$ cat src/rtl/cpu_bus_arbiter_pkg.sv
// cpu_bus_arbiter_pkg: bus widths, arbiter state and latched memory-request types
package cpu_bus_arbiter_pkg;
  localparam int AW = 32;
  localparam int DW = 32;
  localparam int MW = 4;
  typedef enum logic [1:0] {IDLE, D_BUSY, I_BUSY} arb_state_t;
  typedef struct packed {
    logic [AW-1:0] address;
    logic [DW-1:0] data_wr;
    logic [MW-1:0] mask;
    logic          read;
    logic          write;
  } mem_port_req_t;
endpackage

$ cat src/rtl/cpu_bus_arbiter_if.sv
// cpu_bus_arbiter_if: one CPU bus master (address/data/mask/read/write out, stall/data_rd back)
interface cpu_bus_arbiter_if;
  import cpu_bus_arbiter_pkg::*;
  logic [AW-1:0] address;
  logic [DW-1:0] data_wr;
  logic [MW-1:0] mask;
  logic          read;
  logic          write;
  logic          stall;
  logic [DW-1:0] data_rd;
  modport master(output address, data_wr, mask, read, write, input stall, data_rd);
  modport slave(input address, data_wr, mask, read, write, output stall, data_rd);
endinterface

$ cat src/rtl/cpu_bus_arbiter.sv
// cpu_bus_arbiter: shares one memory port between ibus (fetch) and dbus (data, priority)
// ports: clk, rst (async high); ibus/dbus slave buses; mem_* registered request to memory,
// mem_data_rd/mem_ready from memory; bus_timeout pulses when a transfer is abandoned
module cpu_bus_arbiter
  import cpu_bus_arbiter_pkg::*;
#(
  parameter int TIMEOUT_CYCLES = 255
) (
  input  logic            clk,
  input  logic            rst,
  cpu_bus_arbiter_if.slave ibus,
  cpu_bus_arbiter_if.slave dbus,
  output logic [AW-1:0]   mem_address,
  output logic            mem_read,
  output logic            mem_write,
  output logic [DW-1:0]   mem_data_wr,
  output logic [MW-1:0]   mem_mask,
  input  logic [DW-1:0]   mem_data_rd,
  input  logic            mem_ready,
  output logic            bus_timeout
);
  localparam int CW = TIMEOUT_CYCLES > 0 ? $clog2(TIMEOUT_CYCLES + 1) : 1;
  arb_state_t    state, state_nx;
  mem_port_req_t req, req_nx;
  logic [CW-1:0] cnt, cnt_nx;
  logic          busy, d_req, i_req, hit, done;
  assign d_req = dbus.read | dbus.write;
  assign i_req = ibus.read | ibus.write;
  assign busy  = state != IDLE;
  assign hit   = TIMEOUT_CYCLES != 0 && busy && cnt == CW'(TIMEOUT_CYCLES);
  assign done  = busy & (mem_ready | hit);
  // a ready arriving on the timeout cycle still completes the transfer normally
  assign bus_timeout = hit & ~mem_ready;
  always_comb begin
    state_nx = state;
    req_nx   = req;
    cnt_nx   = !busy ? '0 : cnt == '1 ? cnt : cnt + CW'(1);
    if (done) begin
      state_nx    = IDLE;
      req_nx.read  = 1'b0;
      req_nx.write = 1'b0;
      cnt_nx      = '0;
    end else if (!busy && d_req) begin
      state_nx = D_BUSY;
      req_nx   = '{dbus.address, dbus.data_wr, dbus.mask, dbus.read, dbus.write};
    end else if (!busy && i_req) begin
      state_nx = I_BUSY;
      req_nx   = '{ibus.address, ibus.data_wr, 4'hF, 1'b1, 1'b0};
    end
  end
  always_ff @(posedge clk or posedge rst)
    if (rst) begin
      state <= IDLE;
      req   <= '0;
      cnt   <= '0;
    end else begin
      state <= state_nx;
      req   <= req_nx;
      cnt   <= cnt_nx;
    end
  assign mem_address = req.address;
  assign mem_data_wr = req.data_wr;
  assign mem_mask    = req.mask;
  assign mem_read    = req.read;
  assign mem_write   = req.write;
  // stalls are forced low while reset is held so an aborted transfer releases nobody falsely stalled
  assign dbus.stall   = d_req & ~rst & ~(state == D_BUSY & done);
  assign ibus.stall   = i_req & ~rst & ~(state == I_BUSY & done);
  assign dbus.data_rd = (state == D_BUSY && mem_ready && req.read) ? mem_data_rd : '0;
  assign ibus.data_rd = (state == I_BUSY && mem_ready && req.read) ? mem_data_rd : '0;
endmodule

$ cat src/flat_wrapper.sv
// flat-port wrapper written by rule: the top's interface ports become plain ports
module cpu_bus_arbiter_flat import cpu_bus_arbiter_pkg::*;
#(
  parameter int TIMEOUT_CYCLES = 255
)
  (clk, rst, mem_address, mem_read, mem_write, mem_data_wr, mem_mask, mem_data_rd, mem_ready, bus_timeout, ibus_address, ibus_data_wr, ibus_mask, ibus_read, ibus_write, ibus_stall, ibus_data_rd, dbus_address, dbus_data_wr, dbus_mask, dbus_read, dbus_write, dbus_stall, dbus_data_rd);
  cpu_bus_arbiter_if ibus_i ();
  cpu_bus_arbiter_if dbus_i ();
  input  logic clk;
  input  logic rst;
  output logic [AW-1:0] mem_address;
  output logic mem_read;
  output logic mem_write;
  output logic [DW-1:0] mem_data_wr;
  output logic [MW-1:0] mem_mask;
  input  logic [DW-1:0] mem_data_rd;
  input  logic mem_ready;
  output logic bus_timeout;
  input wire logic [$bits(ibus_i.address)-1:0] ibus_address;
  input wire logic [$bits(ibus_i.data_wr)-1:0] ibus_data_wr;
  input wire logic [$bits(ibus_i.mask)-1:0] ibus_mask;
  input wire logic [$bits(ibus_i.read)-1:0] ibus_read;
  input wire logic [$bits(ibus_i.write)-1:0] ibus_write;
  output wire logic [$bits(ibus_i.stall)-1:0] ibus_stall;
  output wire logic [$bits(ibus_i.data_rd)-1:0] ibus_data_rd;
  input wire logic [$bits(dbus_i.address)-1:0] dbus_address;
  input wire logic [$bits(dbus_i.data_wr)-1:0] dbus_data_wr;
  input wire logic [$bits(dbus_i.mask)-1:0] dbus_mask;
  input wire logic [$bits(dbus_i.read)-1:0] dbus_read;
  input wire logic [$bits(dbus_i.write)-1:0] dbus_write;
  output wire logic [$bits(dbus_i.stall)-1:0] dbus_stall;
  output wire logic [$bits(dbus_i.data_rd)-1:0] dbus_data_rd;
  assign ibus_i.address = ibus_address;
  assign ibus_i.data_wr = ibus_data_wr;
  assign ibus_i.mask = ibus_mask;
  assign ibus_i.read = ibus_read;
  assign ibus_i.write = ibus_write;
  assign ibus_stall = ibus_i.stall;
  assign ibus_data_rd = ibus_i.data_rd;
  assign dbus_i.address = dbus_address;
  assign dbus_i.data_wr = dbus_data_wr;
  assign dbus_i.mask = dbus_mask;
  assign dbus_i.read = dbus_read;
  assign dbus_i.write = dbus_write;
  assign dbus_stall = dbus_i.stall;
  assign dbus_data_rd = dbus_i.data_rd;
  cpu_bus_arbiter #(.TIMEOUT_CYCLES(TIMEOUT_CYCLES)) u_core (.clk(clk), .rst(rst), .ibus(ibus_i), .dbus(dbus_i), .mem_address(mem_address), .mem_read(mem_read), .mem_write(mem_write), .mem_data_wr(mem_data_wr), .mem_mask(mem_mask), .mem_data_rd(mem_data_rd), .mem_ready(mem_ready), .bus_timeout(bus_timeout));
endmodule
$ cat config.mk
export PLATFORM = sky130hd
export DESIGN_NAME = cpu_bus_arbiter_flat
export DESIGN_NICKNAME = d
export VERILOG_FILES = /design/src/rtl/cpu_bus_arbiter_pkg.sv /design/src/rtl/cpu_bus_arbiter_if.sv /design/src/rtl/cpu_bus_arbiter.sv /design/src/flat_wrapper.sv
export SDC_FILE = /design/constraint.sdc
export NUM_CORES = 1
export LEC_CHECK = 0
export ABC_AREA = 1
export ABC_CLOCK_PERIOD_IN_PS = 3350
export CAP_MARGIN = 15
export CORE_AREA = 3 3 121 123
export DETAILED_ROUTE_END_ITERATION = 6
export DIE_AREA = 0 0 124 126
export GPL_TIMING_DRIVEN = 0
export PLACE_DENSITY = 0.82
export SLEW_MARGIN = 15
export SYNTH_ARGS = -nofsm -noshare
export SYNTH_HDL_FRONTEND = slang
export SYNTH_SLANG_ARGS = --single-unit
$ cat constraint.sdc
create_clock -name clk -period 3.35 [get_ports clk]
set_input_delay 0.5025 -clock clk [delete_from_list [all_inputs] [get_ports clk]]
set_output_delay 0.5025 -clock clk [all_outputs]
set_load 0.02 [all_outputs]
* Word-level counts from Yosys, hierarchy flattened
Index checks and enable logic that the tools add are counted.
** Operators by class
- Add/sub/neg operators :: 1
- Multiply operators :: 0
- Div/mod/pow operators :: 0
- $lt $le $gt $ge :: 0
- Equality and inequality tests :: 4
- Shifts and indexed selects :: 0
- Muxes and demuxes :: 11
- Bitwise logic cells :: 16
- Reduce and logical (&&, ||, !) cells :: 12
** Operators by type and width (count)
- 70-bit 2-to-1 mux :: 2
- 32-bit 2-to-1 mux :: 2
- 8-bit 2-to-1 mux :: 3
- 8-bit by 1-bit adder with 8-bit output (second input constant) :: 1
- 1-bit AND :: 8
- 8-bit == test (second input constant) :: 1
- 2-bit 2-to-1 mux :: 4
- 1-bit logical AND :: 7
- 1-bit inverter :: 5
- 2-bit nonzero test :: 2
- 3-bit != test (second input constant) :: 1
- 1-bit bitwise OR :: 3
- 3-bit nonzero test :: 1
- 2-bit by 1-bit == test with 1-bit output (second input constant) :: 1
- 2-bit == test (second input constant) :: 1
- 2-bit AND reduction :: 1
- 1-bit zero test :: 1
** Word-level totals
- Flip-flop bits (word level) :: 80
- Bits in latches :: 0
- Bits in writable memories :: 0
- Bits in read-only memories :: 0
- Input bits :: 175
- Output and inout bits :: 137
- Logic and storage cells :: 51
- Memories kept :: 0

* Logic depth before layout (Yosys ltp)
Gate-level depths: netlist of run 1.
- Depth after elaboration :: 7
- Mapped depth :: 8
- Depth with buffers taken out :: 8

* Worst setup path before layout of run 1
Ideal clock, no wire load.
- Path type :: in2out
- From :: input rst
- To :: output dbus_stall
- Arrival :: 2.717 ns
- Required time :: 2.847 ns
- Setup slack :: 0.131 ns
- Stages :: 3
- Buffers on the path :: 0
- Path through :: inv_1 > nand2_1 > a21oi_1
** On the way
- Longest elaborated chain between the ends :: 3
** RTL lines
- from (decl) :: line flat_wrapper.sv:10 : input logic rst;
- 1-bit inverter :: line cpu_bus_arbiter.sv:67 : assign dbus.stall = d_req & ~rst & ~(state == D_BUSY & done);
- 1-bit AND (2 in series) :: line cpu_bus_arbiter.sv:67
- to (decl) :: line flat_wrapper.sv:31 : output wire logic [$bits(dbus_i.stall)-1:0] dbus_stall;
Every way passes these cells.

* Worst setup path in the final report of run 1
Same ends and word-level chain as after synthesis.

==> flow_metrics.py, run 1 <==
metrics = {
    "status": {
        "outcome": "finished, final reports clean",
    },
    "critical_path": {
        "cpMostUsedCell": "clkdlybuf4s50_1",
        "startpoint_type": "input port",
        "r2r_slack_ps": 1750,
        "crit_path_end": "dbus_stall",
        "cp.required_ps": 2850,
        "max_stage_delay_ps": 680,
        "cp_slowest_cell": "clkdlybuf4s50_1",
        "critPathKind": "in2out",
        "r2r_start": "u_core.state[1]",
        "path_cells": "clkdlybuf4s50_1 > inv_4 > buf_16 > nand2_1 > a21oi_1 > clkdlybuf4s50_1",
        "ff2ff_path_depth": 6,
        "cp.arrival_ps": 2550,
        "crit_fanout": 53,
        "cp-end-kind": "output port",
        "rr_endpoint": "u_core.mem_address[11]",
        "cpLargestDelayFamily": "buffers and inverters",
        "startpoint": "rst",
        "worst-path-stages": 6,
        "crit_buf_inv": 4,
    },
    "worst_hold_path": {
        "min_path_type": "reg2reg",
    },
    "cts": {
        "htreeDepth": 3,
        "cts_tree": "built",
        "post_cts_buffers": 0,
        "root_buffer": "clkbuf_16",
        "cts.sinks": 80,
        "cts.reportedPaths.clkPinSlew_ps": 60,
        "ctsHoldBuffers": 0,
        "numCtsBuffers": 9,
        "clock_latency_ps": 330,
        "clk_path_buf_depth": 2,
        "cts_resized": 0,
    },
    "placed_design": {
        "place_hpwl_um": 13000,
        "placed_area_um2": 7430,
        "gp_congestion": 0.803,
        "placed_cells": 1025,
        "io_buffer_count": 307,
    },
    "grt": {
        "first_global_vias": 4463,
        "grt_use_total_pct": 19.9,
        "grt_overflow": 0,
        "grt_pass1_wl_um": 23800,
        "grt_max_degree": 54,
        "antenna_found_initial": 3,
    },
    "pwr": {
        "power.density_nw_per_um2": 837,
        "peakVddDrop_mv": 0.449,
        "p_leak_nw": 3.39,
        "p_total_mw": 6.50,
    },
    "cells_and_area": {
        "multi_input_area_um2": 1700,
        "ff_latch_area_um2": 2000,
        "design_area_um2": 7760,
        "nNetsFinal": 1032,
        "synthToLayoutAreaGrowth_pct": 89.2,
        "finalNonFillerCells": 1044,
        "drive_above_1_share_pct": 6.04,
        "fillers": 1309,
    },
    "yosys": {
        "async_reset_ff_share_pct": 100,
        "synth-seq-cells": 80,
        "synth_warnings": 0,
        "synth_top_area_cell": "dfrtp_1",
        "yosysTopAreaCellShare_pct": 48.8,
        "synth_flop_cell": "dfrtp_1",
        "synth_top_cells_by_count": "147 x nand2_1, 143 x nor2_1, 80 x dfrtp_1, 64 x a31oi_1, 40 x inv_1",
        "syn_area_um2": 4100,
        "yosysMostFrequentCell": "nand2_1",
        "synthTopCellsByArea": "dfrtp_1 49%, nand2_1 13%, nor2_1 13%",
        "netlist_instances": 537,
        "synth_nets": 713,
        "avgSynthCellArea_um2": 7.64,
        "ys_types": 22,
        "ys_seq_area_share_pct": 48.8,
        "synth_edf_count": 0,
    },
    "routing": {
        "drtPass1Iterations": 4,
        "wl_um": 16100,
        "routed_via_density": 4.49,
        "ant_nets": 0,
        "drc_errors": 0,
        "drt_iter0_markers": 195,
        "wl_per_cell_um": 15.4,
        "vias": 4688,
    },
    "timing": {
        "relSlewSlack_pct": 64.5,
        "setup_violations": 0,
        "fin_skew_ps": 6.68,
        "rsz0062_at_grt": "false",
        "final-max-slew-violation-count": 0,
        "fin_crit_ps": 3050,
        "max_freq_mhz": 328,
        "period_share_pct": 91.1,
        "tightest_slew_ps": 533,
        "finalHoldViolCount": 0,
    },
    "floorplanning": {
        "pin_count": 312,
        "initial_utilization_pct": 29.8,
        "core_region_area_um2": 13800,
        "num_rows": 43,
        "die-area_um2": 15600,
        "die_h_um": 126,
        "die_w_um": 124,
    },
    "run": {
        "maxCapViolCount": 0,
    },
}
-- worst reg2reg max path, delay by kind of cell, from the launching register on --
kind / cells / cell delay, ps
buf+inv: 1 / 290
compound gates: 1 / 160
simple gates: 4 / 640
flops: 1 / 430
-- cell usage in the layout, fill, tap and decap left out, types with 2 or more instances in the layout --
| cell type | synthesis | final |
|---|---|---|
| a31oi_1 | 64 | 64 |
| nand2_1 | 147 | 147 |
| a21oi_1 | 2 | 2 |
| o22a_1 | 4 | 4 |
| bufinv_16 | 0 | 2 |
| nor2_1 | 143 | 143 |
| clkbuf_1 | 6 | 7 |
| nor2_4 | 2 | 2 |
| dfrtp_1 | 80 | 80 |
| buf_6 | 13 | 13 |
| inv_1 | 40 | 39 |
| clkdlybuf4s50_1 | 0 | 307 |
| nor3_1 | 2 | 2 |
| inv_2 | 2 | 2 |
| buf_2 | 14 | 14 |
| xor2_1 | 3 | 3 |
| nand3_1 | 8 | 8 |
| diode_2 | 0 | 3 |
| clkinvlp_4 | 0 | 2 |
| clkbuf_16 | 0 | 9 |
-- per-stage QoR --
stage	utilization [%]	TNS [ps]	setup slack, ps	hold WS [ps]
floorplan	-	0	131	433
global placement	53.7	-56610	-1530	450
detailed placement	53.9	0	260	477
CTS	56.3	0	258	485
global route	56.3	0	191	496
finish	56.3	0	299	481
-- registers in the layout (all words and copies together) (netlist names) --
name and cells:
u_core.mem_address 32, u_core.mem_data_wr 32, u_core.cnt 8, u_core.mem_mask 4, u_core.state 2, u_core.mem_read 1
u_core.mem_write 1
-- cell families (layout without fill, tap and decap cells) --
group / count (synthesis) / after routing / share of synthesized area [%]
AOI/OAI and AO/OA: 71 / 71 / 11.0
xor gates and xnor gates: 4 / 4 / 0.854
adders and majority gates: 1 / 1 / 0.305
buffers and inverters: 75 / 399 / 9.67
DFF: 80 / 80 / 48.8
other: 0 / 3 / 0
and+or+nand+nor: 306 / 306 / 29.4
-- layer usage --
metal | track usage (%) | routed length, um
met2 | 35.5 | 8330
met4 | 8.31 | 414
met5 | 0 | 0
met1 | 21.7 | 5860
met3 | 6.02 | 1480
-- area by class of cell --
| cell class | instances | area share (%) |
|---|---|---|
| inverter | 42 | 2.06 |
| multi-input combinational | 382 | 21.9 |
| clock inverter | 5 | 1.03 |
| clock buffer | 11 | 3.13 |
| timing repair buffer | 308 | 40.0 |
| antenna | 3 | 0.0967 |
| sequential | 80 | 25.8 |
| buffer | 33 | 3.08 |
| tap | 180 | 2.90 |
-- power breakdown --
| group | internal (mW) | switching, mW |
|---|---|---|
| clock | 0.672 | 0.397 |
| combinational | 1.67 | 2.08 |
| sequential | 1.43 | 0.248 |
| total | 3.77 | 2.73 |
-- how the worst min path moves through the flow --
| stage | startpoint | slack (ps) | end | cells past startpoint |
|---|---|---|---|---|
| finish | u_core.cnt[0] | 480 | u_core.cnt[0] | 1 |
| global route | u_core.cnt[0] | 500 | u_core.cnt[0] | 1 |
| CTS | u_core.cnt[0] | 480 | u_core.cnt[0] | 1 |
| detailed placement | u_core.cnt[0] | 480 | u_core.cnt[0] | 1 |
| global placement | u_core.cnt[0] | 450 | u_core.cnt[0] | 1 |
| floorplan | u_core.cnt[0] | 430 | u_core.cnt[0] | 1 |
(Power assumes the default switching activity.)
==> run 2: changes to the inputs <==
--- a/config.mk
+++ b/config.mk
@@ -6,13 +6,13 @@
 export NUM_CORES = 1
 export LEC_CHECK = 0
 export ABC_AREA = 1
-export ABC_CLOCK_PERIOD_IN_PS = 3350
+export ABC_CLOCK_PERIOD_IN_PS = 3300
 export CAP_MARGIN = 15
 export CORE_AREA = 3 3 121 123
 export DETAILED_ROUTE_END_ITERATION = 6
 export DIE_AREA = 0 0 124 126
 export GPL_TIMING_DRIVEN = 0
-export PLACE_DENSITY = 0.82
+export PLACE_DENSITY = 0.71
 export SLEW_MARGIN = 15
 export SYNTH_ARGS = -nofsm -noshare
 export SYNTH_HDL_FRONTEND = slang
==> constraint.sdc (replaced) <==
create_clock -name clk -period 3.3 [get_ports clk]
set_input_delay 0.495 -clock clk [delete_from_list [all_inputs] [get_ports clk]]
set_output_delay 0.495 -clock clk [all_outputs]
set_load 0.02 [all_outputs]
==> flow_metrics.py, run 2 (synthesized netlist as in run 1, its figures left out) <==
metrics = {
    "status": {
        "outcome": "finished, final reports clean",
    },
    "critical_path": {
        "cp-end-kind": "output port",
        "startpoint_type": "input port",
        "r2r_slack_ps": 1650,
        "cp.required_ps": 2800,
        "rr_endpoint": "u_core.mem_address[9]",
        "ff2ff_path_depth": 6,
        "critPathKind": "in2out",
        "r2r_start": "u_core.state[1]",
        "cp.arrival_ps": 2590,
        "crit_fanout": 49,
    },
    "floorplanning": {
        "pin_count": 312,
        "die_w_um": 124,
        "die-area_um2": 15600,
        "num_rows": 43,
        "core_region_area_um2": 13800,
        "die_h_um": 126,
        "initial_utilization_pct": 29.8,
    },
    "pwr": {
        "swShare_pct": 43.1,
        "p_seq_share_pct": 26.7,
        "p_int_mw": 3.65,
        "p_clk_share_pct": 13.8,
        "power_switching_mw": 2.76,
        "peakVddDrop_mv": 0.411,
        "power.density_nw_per_um2": 833,
        "p_total_mw": 6.40,
        "p_leak_nw": 3.36,
        "comb_power_share_pct": 59.6,
    },
    "placed_design": {
        "gp_congestion": 0.795,
        "io_buffer_count": 307,
        "dp_slack_ps": 130,
        "place_hpwl_um": 13600,
    },
    "cts": {
        "numCtsBuffers": 9,
        "ctsHoldBuffers": 0,
        "cts.sinks": 80,
        "htreeDepth": 3,
        "post_cts_buffers": 0,
        "cts.reportedPaths.clkPinSlew_ps": 60,
        "cts_tree": "built",
        "root_buffer": "clkbuf_16",
        "cts_resized": 0,
        "clk_path_buf_depth": 2,
        "clock_latency_ps": 330,
    },
    "worst_hold_path": {
        "hold_start": "u_core.cnt[0]",
        "hold_depth": 1,
        "min_path_type": "reg2reg",
        "min_delay_worst_endpoint": "u_core.cnt[0]",
    },
    "timing": {
        "tightest_slew_ps": 470,
        "fin_crit_ps": 3090,
        "hold_ws_ps": 460,
        "rsz0062_at_grt": "false",
        "final-max-slew-violation-count": 0,
        "period_share_pct": 93.5,
        "finalHoldViolCount": 0,
        "max_freq_mhz": 324,
        "fin_skew_ps": 6.90,
        "relSlewSlack_pct": 68.7,
        "setup_ws_ps": 213,
        "setup_violations": 0,
    },
    "cells_and_area": {
        "layout_commonest_cell": "clkdlybuf4s50_1",
        "fillers": 1343,
        "drive_above_1_share_pct": 5.82,
        "layout_common_cells": "307 x clkdlybuf4s50_1, 147 x nand2_1, 143 x nor2_1, 80 x dfrtp_1, 64 x a31oi_1",
        "synthToLayoutAreaGrowth_pct": 87.4,
        "nNetsFinal": 1032,
    },
    "grt": {
        "grt_max_degree": 50,
        "first_global_vias": 4539,
        "grt_overflow": 0,
        "grt_use_total_pct": 21.1,
        "antenna_found_initial": 1,
        "grt_pass1_wl_um": 24900,
    },
    "routing": {
        "ant_nets": 0,
        "routed_via_density": 4.47,
        "wl_um": 16800,
        "drc_errors": 0,
        "drtPass1Iterations": 4,
        "wl_per_cell_um": 16.1,
        "drt_iter0_markers": 121,
        "vias": 4651,
    },
    "run": {
        "maxCapViolCount": 0,
    },
}
==> run 2: how the worst max path moves through the flow <==
stage                     startpoint    endpoint
after floorplan                  rst  dbus_stall
after global placement           rst  dbus_stall
after detailed placement         rst  dbus_stall
after CTS                        rst  dbus_stall
after global routing             rst  dbus_stall
final                            rst  dbus_stall
==> run 2: routing by layer <==
layer	vias up	share of wire, %	GRT usage (%)
met2	190	53	40.0
met5	-	0	0
met4	0	1.2	4.83
li1	2346	-	-
met1	2103	36	22.4
met3	12	9.0	6.47
==> run 2: worst max-delay path, cell delays in order <==
cell and delay, ps:
clkdlybuf4s50_1 440, inv_4 370, buf_16 310, nand2_1 90, a21oi_1 200, clkdlybuf4s50_1 650
==> run 2: final cells by class <==
| class | count | area [um^2] | area share (%) |
|---|---|---|---|
| Clock buffer | 10 | 229 | 2.98 |
| Antenna cell | 1 | 2.50 | 0.0326 |
| Sequential cell | 80 | 2000 | 26.1 |
| Timing Repair Buffer | 308 | 3100 | 40.3 |
| Buffer | 33 | 239 | 3.11 |
| Clock inverter | 4 | 23.8 | 0.309 |
| Tap cell | 180 | 225 | 2.93 |
| Multi-Input combinational cell | 382 | 1700 | 22.2 |
| Inverter | 42 | 160 | 2.08 |
==> run 2: per-stage QoR <==
step                      TNS (ps)  area [um^2]  utilization [%]  instances
final                            0         7680             55.8       1040
after detailed placement         0         7430             53.9       1025
after global placement      -63630         7400             53.7       1024
after CTS                        0         7680             55.8       1039
after global routing             0         7680             55.8       1040
after floorplan                  0         4100                -        537
==> run 2: power by group through the flow <==
stage               Sequential [mW]  Combinational [mW]  Clock [mW]
detailed placement             1.73                3.87           0
global placement               1.70                3.84           0
global route                   1.77                4.14       0.941
floorplan                      2.25                1.53           0
CTS                            1.71                3.88       0.904
finish                         1.71                3.81       0.881
